$ cat src/rtl/seq_window_detector.sv
// Detects a programmable 3-bit pattern on the {q2,q1,q0} window of an upstream shift register,
// discarding startup fill samples, with a registered match pulse and a saturating match counter.
module seq_window_detector #(
    parameter logic [2:0]  PATTERN  = 3'b101,
    parameter int unsigned OVERLAP  = 1,
    parameter int unsigned FILL_LEN = 3,
    parameter int unsigned CNT_W    = 4
) (
    input  logic             clk,
    input  logic             rst,
    input  logic             en,
    input  logic             q0,
    input  logic             q1,
    input  logic             q2,
    input  logic             clr,
    output logic             match,
    output logic [CNT_W-1:0] count,
    output logic             sat,
    output logic             armed
);

    typedef enum logic [1:0] {
        FILL  = 2'd0,
        ARMED = 2'd1,
        HOLD  = 2'd2
    } state_t;

    localparam logic [CNT_W-1:0] CNT_MAX   = '1;
    localparam logic [2:0]       FILL_LAST = 3'(FILL_LEN - 1);

    state_t           state;
    logic [2:0]       fill_cnt;
    logic             hold_cnt;
    logic             hit;
    logic [CNT_W-1:0] count_inc;

    // Comparator is gated by state so window contents during FILL never reach the outputs.
    always_comb begin
        hit       = 1'b0;
        count_inc = count;
        if (state == ARMED && en && ({q2, q1, q0} == PATTERN)) begin
            hit = 1'b1;
        end
        if (count != CNT_MAX) begin
            count_inc = count + CNT_W'(1);
        end
    end

    always_ff @(posedge clk) begin
        if (rst) begin
            state    <= FILL;
            fill_cnt <= '0;
            hold_cnt <= 1'b0;
            match    <= 1'b0;
            count    <= '0;
            sat      <= 1'b0;
            armed    <= 1'b0;
        end else begin
            match <= hit;

            if (clr) begin
                count <= '0;
                sat   <= 1'b0;
            end else if (hit) begin
                count <= count_inc;
                sat   <= (count_inc == CNT_MAX);
            end

            if (en) begin
                case (state)
                    FILL: begin
                        fill_cnt <= fill_cnt + 3'd1;
                        if (fill_cnt == FILL_LAST) begin
                            state <= ARMED;
                            armed <= 1'b1;
                        end
                    end
                    ARMED: begin
                        if (hit && OVERLAP == 0) begin
                            state    <= HOLD;
                            hold_cnt <= 1'b0;
                            armed    <= 1'b0;
                        end
                    end
                    HOLD: begin
                        // Second skipped sample wraps hold_cnt back to 0 and re-arms.
                        hold_cnt <= ~hold_cnt;
                        if (hold_cnt) begin
                            state <= ARMED;
                            armed <= 1'b1;
                        end
                    end
                    default: begin
                        state <= FILL;
                        armed <= 1'b0;
                    end
                endcase
            end
        end
    end

endmodule

$ cat config.mk
export PLATFORM = sky130hd
export DESIGN_NAME = seq_window_detector
export DESIGN_NICKNAME = d
export VERILOG_FILES = /design/src/rtl/seq_window_detector.sv
export SDC_FILE = /design/constraint.sdc
export NUM_CORES = 1
export LEC_CHECK = 0
export BUFFER_PORTS_ARGS = -buffer_cell sky130_fd_sc_hd__buf_2
export CORE_AREA = 3 3 40 42
export CTS_CLUSTER_SIZE = 16
export DETAILED_ROUTE_END_ITERATION = 10
export DIE_AREA = 0 0 43 45
export GPL_TIMING_DRIVEN = 0
export PLACE_DENSITY = 0.66
export SLEW_MARGIN = 20
export SYNTH_ARGS = -nofsm -noshare
export SYNTH_HDL_FRONTEND = slang
export SYNTH_SLANG_ARGS = --single-unit
$ cat constraint.sdc
create_clock -name clk -period 4.08 [get_ports clk]
set_clock_uncertainty 0.15 [all_clocks]
set_input_delay 0.408 -clock clk [delete_from_list [all_inputs] [get_ports clk]]
set_output_delay 0.408 -clock clk [all_outputs]
set_load 0.05 [all_outputs]
# Word-level counts from Yosys, hierarchy flattened

Cells that the tools add are included.

Add/subtract/negate cells: 2
Equal/unequal tests: 8
Muxes and demuxes: 8
Bitwise logic cells: 2
Reduce and logical (&&, ||, !) cells: 7

Operators with widths:

| kind                                                                  | number |
|---|---|
| 2-bit case mux with 3 select lines                                    | 1 |
| 4-bit by 1-bit adder with 4-bit output, second input constant         | 1 |
| 4-bit equality test, second input constant                            | 1 |
| 2-bit two-way mux                                                     | 2 |
| 4-bit two-way mux                                                     | 1 |
| 2-bit != test, second input constant                                  | 2 |
| 4-bit != test, second input constant                                  | 1 |
| 2-bit AND reduction                                                   | 2 |
| 4-bit AND reduction                                                   | 1 |
| 3-bit by 1-bit adder with 3-bit output, second input constant         | 1 |
| 3-bit by 2-bit equality test with 1-bit output, second input constant | 1 |
| 3-bit equality test, second input constant                            | 1 |
| 1-bit two-way mux                                                     | 3 |
| 1-bit case mux with 3 select lines                                    | 1 |
| 2-bit by 1-bit equality test with 1-bit output, second input constant | 1 |
| 2-bit equality test, second input constant                            | 1 |
| 1-bit logical AND                                                     | 2 |
| 2-bit zero test                                                       | 1 |
| 1-bit inverter                                                        | 2 |
| 2-bit OR reduction                                                    | 1 |

Flip-flop bits (word level): 13
Bits of input ports: 7
Output and inout port bits: 7
Logic and storage cells: 34

# Longest topological paths before layout

Gate-level depths: netlist of the first run.

Depth after elaboration: 4
Depth in mapped cells: 4

# Worst setup path before layout of the first run

No wires, ideal clock.

Kind: reg2reg
From: register count[0]
To: register sat
Data arrival time: 1.555 ns
Slack: 2.250 ns
Stages on the path, launching flop included: 5
Buffers on the path: 0
Cells stage by stage: dfxtp_1 -> ha_1 -> and3_1 -> mux2i_1 -> o31ai_1

Longest elaborated chain between the ends: 3

RTL lines:

| element                                                                        | line   | source |
|---|---|---|
| start, declared                                                                | 17     | `output logic [CNT_W-1:0] count,` |
| start signal, assigned                                                         | 65     | `count <= count_inc;` |
| 4-bit by 1-bit adder with 4-bit output / 4-bit != test (equally long branches) | 45, 44 |  |
| 4-bit two-way mux (*)                                                          | 44     | `if (count != CNT_MAX) begin` |
| 4-bit equality test (*)                                                        | 66     | `sat <= (count_inc == CNT_MAX);` |
| end signal, assigned                                                           | 66     |  |
| end, declared                                                                  | 18     | `output logic sat,` |

Mark *: on every way between the ends. The rest lies on a longest branch, timed or not.
A chain may end at the register's enable or synchronous reset.

# Final worst setup path of the first run

From: register count[0]
To: register count[0]

Longest elaborated chain between the ends: 2

RTL lines:

| element                                                                        | line |
|---|---|
| 4-bit by 1-bit adder with 4-bit output / 4-bit != test (equally long branches) | 45, 44 |
| 4-bit two-way mux (*)                                                          | 44 |

Marked as above.

==> impl_metrics.csv, run 1 <==
group,metric,value,unit
setup_path,cp_data_arrival_time,1.73,ns
die,core-area,1285,um2
die,row_count,13,
grt,grt_pass1_wl,1690,um
synthesis,ys_warn_count,0,
clock_network,cts_root_buf,"clkbuf_4",
finish,final_util,47.81,%
die,die_y,45,um
finish,nFillCells,136,
synthesis,syn_inst,53,
placement,io_buffers,13,
finish,nets,81,
setup_path,critPathLaunchType,"register",
synthesis,synthDistinctLibCells,22,
timing,slew_violations,0,
die,io_pins,14,
routing,drt-initial-drc-count,1,
clock_network,clock-sinks,10,
power_and_ir_drop,finalPower,215.2,uW
die,die_x,43,um
timing,grt_setup_unrepaired,"no",
setup_path,rr_worst_depth,4,
routing,ant_nets,0,
finish,multiInputGateArea,286.5,um2
grt,grt_pass1_vias,428,
clock_network,holdBufCountCts,0,
timing,finalCritPeriodShare,40.98,%
routing,first_pass_iters,3,
placement,hpwl,719.8,um
finish,antenna_cells,0,
routing,routed_wirelength,919,um
clock_network,clockBufferDepth,2,
synthesis,yosysSeqAreaShare,40.51,%
synthesis,yosys-top-cells-area,"dfxtp_1 41%, ha_1 7.6%, xnor2_1 5.3%",
synthesis,ys_seq_elements,10,
finish,syn_to_final_growth,24.30,%
setup_path,worstPathMaxFanout,7,
grt,grt_overflow,0,
timing,max_slew.worst_pin.slew,0.2550,ns
timing,fin_ws,2.408,ns
routing,wl_per_cell,10.81,um
die,initial_core_util,38.46,%
finish,ff_latch_area,200.2,um2
routing,via_per_inst,5.235,
worst_hold_path,hold_path_depth,2,
grt,track_usage,11.70,%
worst_hold_path,hold_class,"in -> reg",
grt,grt_max_degree,8,
clock_network,cts_tree,"yes",
grt,antenna_found_initial,0,
clock_network,numCtsBuffers,3,
die,die_area,1935,um2
finish,drive_gt1_share,27.14,%
status,status,"finished clean",
routing,dr_total_vias,445,
power_and_ir_drop,power_density,350.3,nW/um2
synthesis,synth_top_cell_area_share,40.51,%
timing,fin_tns_setup,0,ns
timing,max_freq,0.5980,GHz
timing,hold_viol,0,
clock_network,cts-resized-gates,0,
synthesis,syn_area_per_cell,9.325,um2
clock_network,clk-insertion-delay-late,0.27,ns
setup_path,worstPathRequired,4.13,ns
power_and_ir_drop,ir_drop,0.0001425,V
job,cap_viol_max_count,0,
routing,drc_errors,0,
synthesis,synth_fp_nets,63,
clock_network,postCtsSetupBuffers,0,
timing,min_period,1.672,ns
synthesis,synth_top_area_cell,"dfxtp_1",
placement,gp_congestion,0.6693,
clock_network,htreeDepth,1,
timing,timing.hold.ws,0.2348,ns
power_and_ir_drop,total_leakage_power,0.2626,nW
timing,setup_viol_count_final,0,
timing,slew_headroom,82.97,%
clock_network,path_clk_slew,0.08,ns
setup_path,path_class,"reg -> reg",
synthesis,netlist_area,494.2,um2
placement,place_ws,2.418,ns
setup_path,endpoint_kind,"register",
## worst paths after layout
check / slack, ns / end / from
setup reg to reg: 2.41 / count[0] / count[0]
hold / removal: 0.23 / fill_cnt[0] / rst
setup / recovery: 2.41 / count[0] / count[0]
hold reg to reg: 0.36 / sat / sat
## cells in the mapped netlist
master    instances
a211oi_1          2
nand4_1           1
nand3b_1          1
or2b_1            1
or2_2             1
nor2b_1           4
ha_1              3
nor3_1            1
a31oi_1           3
dfxtp_1          10
and3_1            3
nor3b_1           1
xnor2_1           3
nor2_1            6
o31ai_1           2
nand3_2           1
o211ai_1          1
inv_1             2
or4_1             1
mux2i_1           1
a311oi_1          2
a21oi_1           3
## layer usage
metal	wire length [um]	vias to the layer above	global-route usage, %
met5	0	-	0
li1	-	239	-
met3	54	2	2.390
met2	414	9	18.26
met1	435	195	14.11
met4	14	0	9.036
## critical path: stages, from the launching register on
cell	delay (ns)
dfxtp_1	0.38
ha_1	0.29
and3_1	0.24
or4_1	0.40
a21oi_1	0.15
## logic make-up after synthesis
group,count (synthesis),share of synthesized area [%]
DFF,10,40.51
xor gates and xnor gates,3,5.317
buffers and inverters,2,1.520
adders and majority gates,3,7.596
muxes,1,2.025
and+or+nand+nor,21,25.07
AOI/OAI and AO/OA,13,17.97
## cell usage in the layout (no fill, tap or decap), types with 2 or more instances in the layout
| cell | netlist | final |
|---|---|---|
| buf_2 | 0 | 13 |
| dfxtp_1 | 10 | 10 |
| nor2_1 | 6 | 6 |
| nor2b_1 | 4 | 4 |
| and3_1 | 3 | 3 |
| a21oi_1 | 3 | 3 |
| a31oi_1 | 3 | 3 |
| xnor2_1 | 3 | 3 |
| ha_1 | 3 | 3 |
| clkbuf_4 | 0 | 3 |
| inv_1 | 2 | 2 |
| o31ai_1 | 2 | 2 |
| a311oi_1 | 2 | 2 |
| a211oi_1 | 2 | 2 |
## layout make-up
cell class | instances | area share [%]
Clock buffer | 4 | 5.906
Inverter | 2 | 1.222
Multi-Input combinational cell | 41 | 46.64
Sequential cell | 10 | 32.59
Tap cell | 15 | 3.055
Timing Repair Buffer | 13 | 10.59
## state kept, by name (all words and copies together) (netlist names)
signal    count
fill_cnt      3
count         4
match         1
armed         1
sat           1
## through the flow
step	cell area [um2]	instances
floorplan	494.2	53
global placement	578.1	81
detailed placement	578.1	81
CTS	614.3	85
global route	614.3	85
finish	614.3	85
## power by group
| part | switching, mW | total (mW) | internal, mW |
|---|---|---|---|
| combinational | 0.0121 | 0.0212 | 0.00907 |
| clock | 0.0357 | 0.0898 | 0.0541 |
| sequential | 0.00307 | 0.104 | 0.101 |
(Power assumes the default switching activity.)
==> run 2, diff against run 1 <==
Settings changed: PLACE_DENSITY 0.66 to 0.68.
Clock period 4.08 ns to 1.4 ns, I/O delays scaled along.
==> run 2 against run 1 <==
  * The flow now finishes with violations (negative setup slack)
  * Register-to-register slack got worse by 2.4 ns
  * Via count rose by 6.3%
  * Non-clock buffer count rose by 4
  * Clock-buffer cell count did not move
  * Sequential cell count did not move
  * Critical path depth did not move
  * Fmax rose by 17%
  * Total power rose to 2.7 times the previous value
  * Final cell count rose by 4.7%
  * Critical endpoint unchanged
  * Largest cell class unchanged
  * Largest power group unchanged
==> impl_metrics.csv, run 2 (synthesis results as in run 1) <==
group,metric,value,unit
finish,antenna_cells,0,
timing,slew_violations,0,
routing,top_layer,"met3",
die,initial_core_util,38.46,%
routing,via_per_inst,5.315,
finish,nets,85,
timing,min_period,1.435,ns
setup_path,cp_slowest_cell,"or4_4",
die,die_y,45,um
grt,grt_pass1_wl,1897,um
setup_path,worstPathRequired,1.45,ns
clock_network,cts_root_buf,"clkbuf_4",
die,die_area,1935,um2
setup_path,endpoint_kind,"register",
setup_path,cp_data_arrival_time,1.49,ns
clock_network,cts_tree,"yes",
timing,slew_headroom,80.72,%
routing,drc_errors,0,
setup_path,path_class,"reg -> reg",
finish,design_area,680.7,um2
timing,max_freq,0.6968,GHz
clock_network,clk-insertion-delay-late,0.27,ns
routing,wl_per_cell,12.04,um
grt,grt_max_degree,8,
routing,wl_met1,461,um
die,row_count,13,
finish,nFillCells,137,
grt,antenna_found_initial,0,
routing,dr_total_vias,473,
routing,wl_met3,83,um
timing,grt_setup_unrepaired,"yes",
power_and_ir_drop,power_density,846.4,nW/um2
die,core-area,1285,um2
setup_path,crit_chain,"ha_4 > and3_4 > or4_4 > a21oi_2",
placement,gp_congestion,0.7226,
placement,dp_cells,81,
finish,drive_gt1_share,41.89,%
timing,hold_viol,0,
worst_hold_path,hold_class,"in -> reg",
finish,final_cells,89,
job,cap_viol_max_count,0,
clock_network,numCtsBuffers,3,
setup_path,slowest_delay,0.41,ns
grt,grt_pass1_vias,457,
routing,wl_met2,526,um
timing,fin_ws,-0.03516,ns
die,io_pins,14,
placement,hpwl,756.5,um
routing,ant_nets,0,
timing,finalCritPeriodShare,102.5,%
setup_path,critPathLaunchType,"register",
placement,placed_cell_area,609.3,um2
finish,largest_register_ff_count,4,
die,die_x,43,um
timing,setup_viol_count_final,1,
finish,reg_top3,"count (4), fill_cnt (3)",
timing,fin_tns_setup,-0.03516,ns
clock_network,path_clk_slew,0.07,ns
finish,syn_to_final_growth,37.72,%
timing,timing.hold.ws,0.02478,ns
power_and_ir_drop,total_leakage_power,0.2819,nW
placement,place_ws,-0.05993,ns
worst_hold_path,hold_path_depth,3,
routing,first_pass_iters,4,
finish,ff_latch_area,214.0,um2
grt,track_usage,13.11,%
finish,final_common_cell,"buf_2",
clock_network,clockBufferDepth,2,
setup_path,rr_worst_depth,4,
placement,io_buffers,13,
status,violations,"negative setup slack",
finish,final_cell_mix,"13 x buf_2, 6 x nor2_1, 5 x dfxtp_1",
grt,grt_overflow,0,
timing,max_slew.worst_pin.slew,0.2886,ns
routing,drt-initial-drc-count,2,
clock_network,clock-sinks,10,
power_and_ir_drop,ir_drop,0.0004359,V
status,status,"finished, violations left",
finish,multiInputGateArea,316.6,um2
routing,routed_wirelength,1072,um
clock_network,htreeDepth,1,
setup_path,worstPathMaxFanout,3,
finish,largest_register,"count",
-- run 2: cell types whose count changed in the layout (fill, tap and decap cells not counted), moves of 2 or more --
| cell | before | now |
|---|---|---|
| dfxtp_2 | 0 | 2 |
| buf_4 | 0 | 3 |
| dfxtp_1 | 10 | 5 |
| dfxtp_4 | 0 | 3 |
-- run 2: power by group --
group	switching, mW	internal [mW]
logic	0.0367	0.0287
clock network	0.101	0.110
registers	0.00934	0.291
-- run 2: through the flow --
| step | util (%) | total power [mW] |
|---|---|---|
| floorplan | - | 0.3469 |
| global placement | 47.42 | 0.3683 |
| detailed placement | 47.42 | 0.3695 |
| CTS | 52.00 | 0.5858 |
| global route | 52.97 | 0.6110 |
| finish | 52.97 | 0.5761 |
-- run 2: worst paths after layout --
path	end	start	slack (ns)
setup / recovery	count[0]	count[0]	-0.04
hold / removal	count[0]	clr	0.02
hold reg to reg	sat	count[3]	0.37
setup reg to reg	count[0]	count[0]	-0.04
-- run 2: layer usage --
metal	global-route usage (%)	vias up
met5	0	-
met4	3.614	0
met3	5.976	0
met2	22.46	12
met1	14.81	219
li1	-	242
-- run 2: worst max-delay path, delay by kind of cell (launching register included) --
family,cells,cell delay (ns)
AO/OA/AOI/OAI,1,0.12
AND/OR/NAND/NOR,2,0.59
adder cells (fa/ha/maj),1,0.15
flip-flops,1,0.35
-- run 2: what timing repair did --
item / CTS / global route
hold buffers: 1 / 0
resized for setup: 0 / 3
endpoints found under the setup margin: 1 / 2
endpoints found under the hold margin: 5 / 0
setup buffers: 3 / 0
pin swaps: 2 / 1
-- run 2: cell type report --
| type | count | share of cell area [%] |
|---|---|---|
| sequential | 10 | 31.43 |
| multi-input combinational | 41 | 46.51 |
| tap | 15 | 2.757 |
| clock buffer | 4 | 3.860 |
| inverter | 2 | 1.103 |
| timing repair buffer | 17 | 14.34 |
==> run 3, diff against run 2 <==
Settings changed: CORE_AREA 3 3 40 42 to not set, CORE_MARGIN set to 3, CORE_UTILIZATION set to 30, DIE_AREA 0 0 43 45 to not set, PLACE_DENSITY 0.68 to 0.59.
==> run 3 against run 2 <==
  * The flow still finishes with violations (negative setup slack)
  * First-iteration DRC count fell by 50%
  * Clock-buffer cell count did not move
  * Register-to-register slack barely moved
==> impl_metrics.csv, run 3 (synthesis results as in run 1) <==
group,metric,value,unit
status,status,"finished, violations left",
status,violations,"negative setup slack",
die,core-area,1524,um2
finish,final_util,45.07,%
finish,nets,85,
die,io_pins,14,
timing,max_slew.worst_pin.slew,0.2678,ns
timing,slew_violations,0,
clock_network,path_clk_slew,0.06,ns
grt,grt_overflow,0,
finish,ff_latch_area,214.0,um2
finish,design_area,686.9,um2
clock_network,clockBufferDepth,2,
die,initial_core_util,32.43,%
finish,final_common_cell,"buf_2",
die,die_x,46.59,um
timing,slew_headroom,81.99,%
die,row_count,14,
clock_network,clock-sinks,10,
clock_network,clk-insertion-delay-late,0.26,ns
timing,setup_viol_count_final,1,
timing,max_freq,0.6994,GHz
routing,dr_total_vias,466,
timing,timing.hold.ws,0.03292,ns
grt,grt_pass1_wl,1669,um
setup_path,path_class,"reg -> reg",
placement,io_buffers,13,
job,cap_viol_max_count,0,
finish,reg_top3,"count (4), fill_cnt (3)",
clock_network,htreeDepth,1,
timing,finalCritPeriodShare,102.1,%
power_and_ir_drop,finalPower,614.6,uW
clock_network,cts_tree,"yes",
routing,drc_errors,0,
clock_network,cts_root_buf,"clkbuf_4",
placement,hpwl,774.2,um
finish,nFillCells,156,
placement,placed_cell_area,610.6,um2
die,die_area,2171,um2
finish,final_cells,90,
routing,wl_per_cell,11.13,um
grt,track_usage,11.33,%
setup_path,critPathLaunchType,"register",
routing,routed_wirelength,1002,um
power_and_ir_drop,ir_drop,0.0006211,V
routing,ant_nets,0,
finish,largest_register_ff_count,4,
power_and_ir_drop,total_leakage_power,0.2831,nW
routing,via_per_inst,5.178,
routing,first_pass_iters,3,
finish,syn_to_final_growth,38.99,%
placement,gp_congestion,0.7616,
timing,hold_viol,0,
finish,final_cell_mix,"13 x buf_2, 6 x nor2_1, 5 x dfxtp_1",
placement,dp_cells,82,
grt,antenna_found_initial,0,
finish,antenna_cells,0,
grt,grt_max_degree,8,
setup_path,worstPathMaxFanout,3,
power_and_ir_drop,power_density,894.8,nW/um2
setup_path,worstPathRequired,1.44,ns
setup_path,cp_data_arrival_time,1.47,ns
finish,drive_gt1_share,41.89,%
timing,fin_ws,-0.02989,ns
finish,largest_register,"count",
clock_network,numCtsBuffers,3,
grt,grt_pass1_vias,410,
finish,multiInputGateArea,311.5,um2
timing,grt_setup_unrepaired,"yes",
setup_path,endpoint_kind,"register",
worst_hold_path,hold_class,"in -> reg",
routing,drt-initial-drc-count,1,
timing,min_period,1.430,ns
die,die_y,46.59,um
[run 3: area by class of cell]
type | count | area share, %
clock buffers | 4 | 5.282
multi-input cells | 41 | 45.36
well taps | 16 | 2.914
flip-flops and latches | 10 | 31.15
inverters | 2 | 1.093
repair buffers | 17 | 14.21
[run 3: routing by layer]
layer / track usage (%) / up-vias / routed length (um)
li1: - / 242 / -
met2: 16.21 / 10 / 464
met4: 3.409 / 0 / 9
met5: 0 / - / 0
met1: 13.69 / 212 / 466
met3: 7.422 / 2 / 62
[run 3: worst max-delay path: stages (launching register included)]
cell,delay [ns]
dfxtp_4,0.35
ha_4,0.15
and3_4,0.18
or4_4,0.41
a21oi_2,0.11
[run 3: final timing paths]
path         slack [ns]        to  startpoint  cells past startpoint
max               -0.03  count[0]    count[0]                      4
min                0.03     armed          en                      3
max reg2reg       -0.03  count[0]    count[0]                      4
min reg2reg        0.36     armed       armed                      2
[run 3: power breakdown]
group          switching, mW  leakage, nW  internal (mW)  total (mW)
Sequential           0.00928       0.0846          0.291       0.300
Clock                 0.0903       0.0210          0.158       0.248
Combinational         0.0375        0.178         0.0292      0.0667
[run 3: what timing repair did]
item | 4_1_cts | 5_1_grt
resized for setup | 0 | 2
endpoints found under the setup margin | 1 | 3
pin swaps | 2 | 2
hold endpoints to repair | 5 | 0
buffers inserted | 3 | 0
gates cloned | 0 | 0
hold buffers | 1 | 0
[run 3: metrics by stage]
step	TNS [ns]	setup slack, ns
CTS	-0.05337	-0.05337
global route	-0.08015	-0.06000
detailed placement	-0.07189	-0.07189
finish	-0.02989	-0.02989
global placement	-0.05712	-0.05712
floorplan	-0.09335	-0.09335
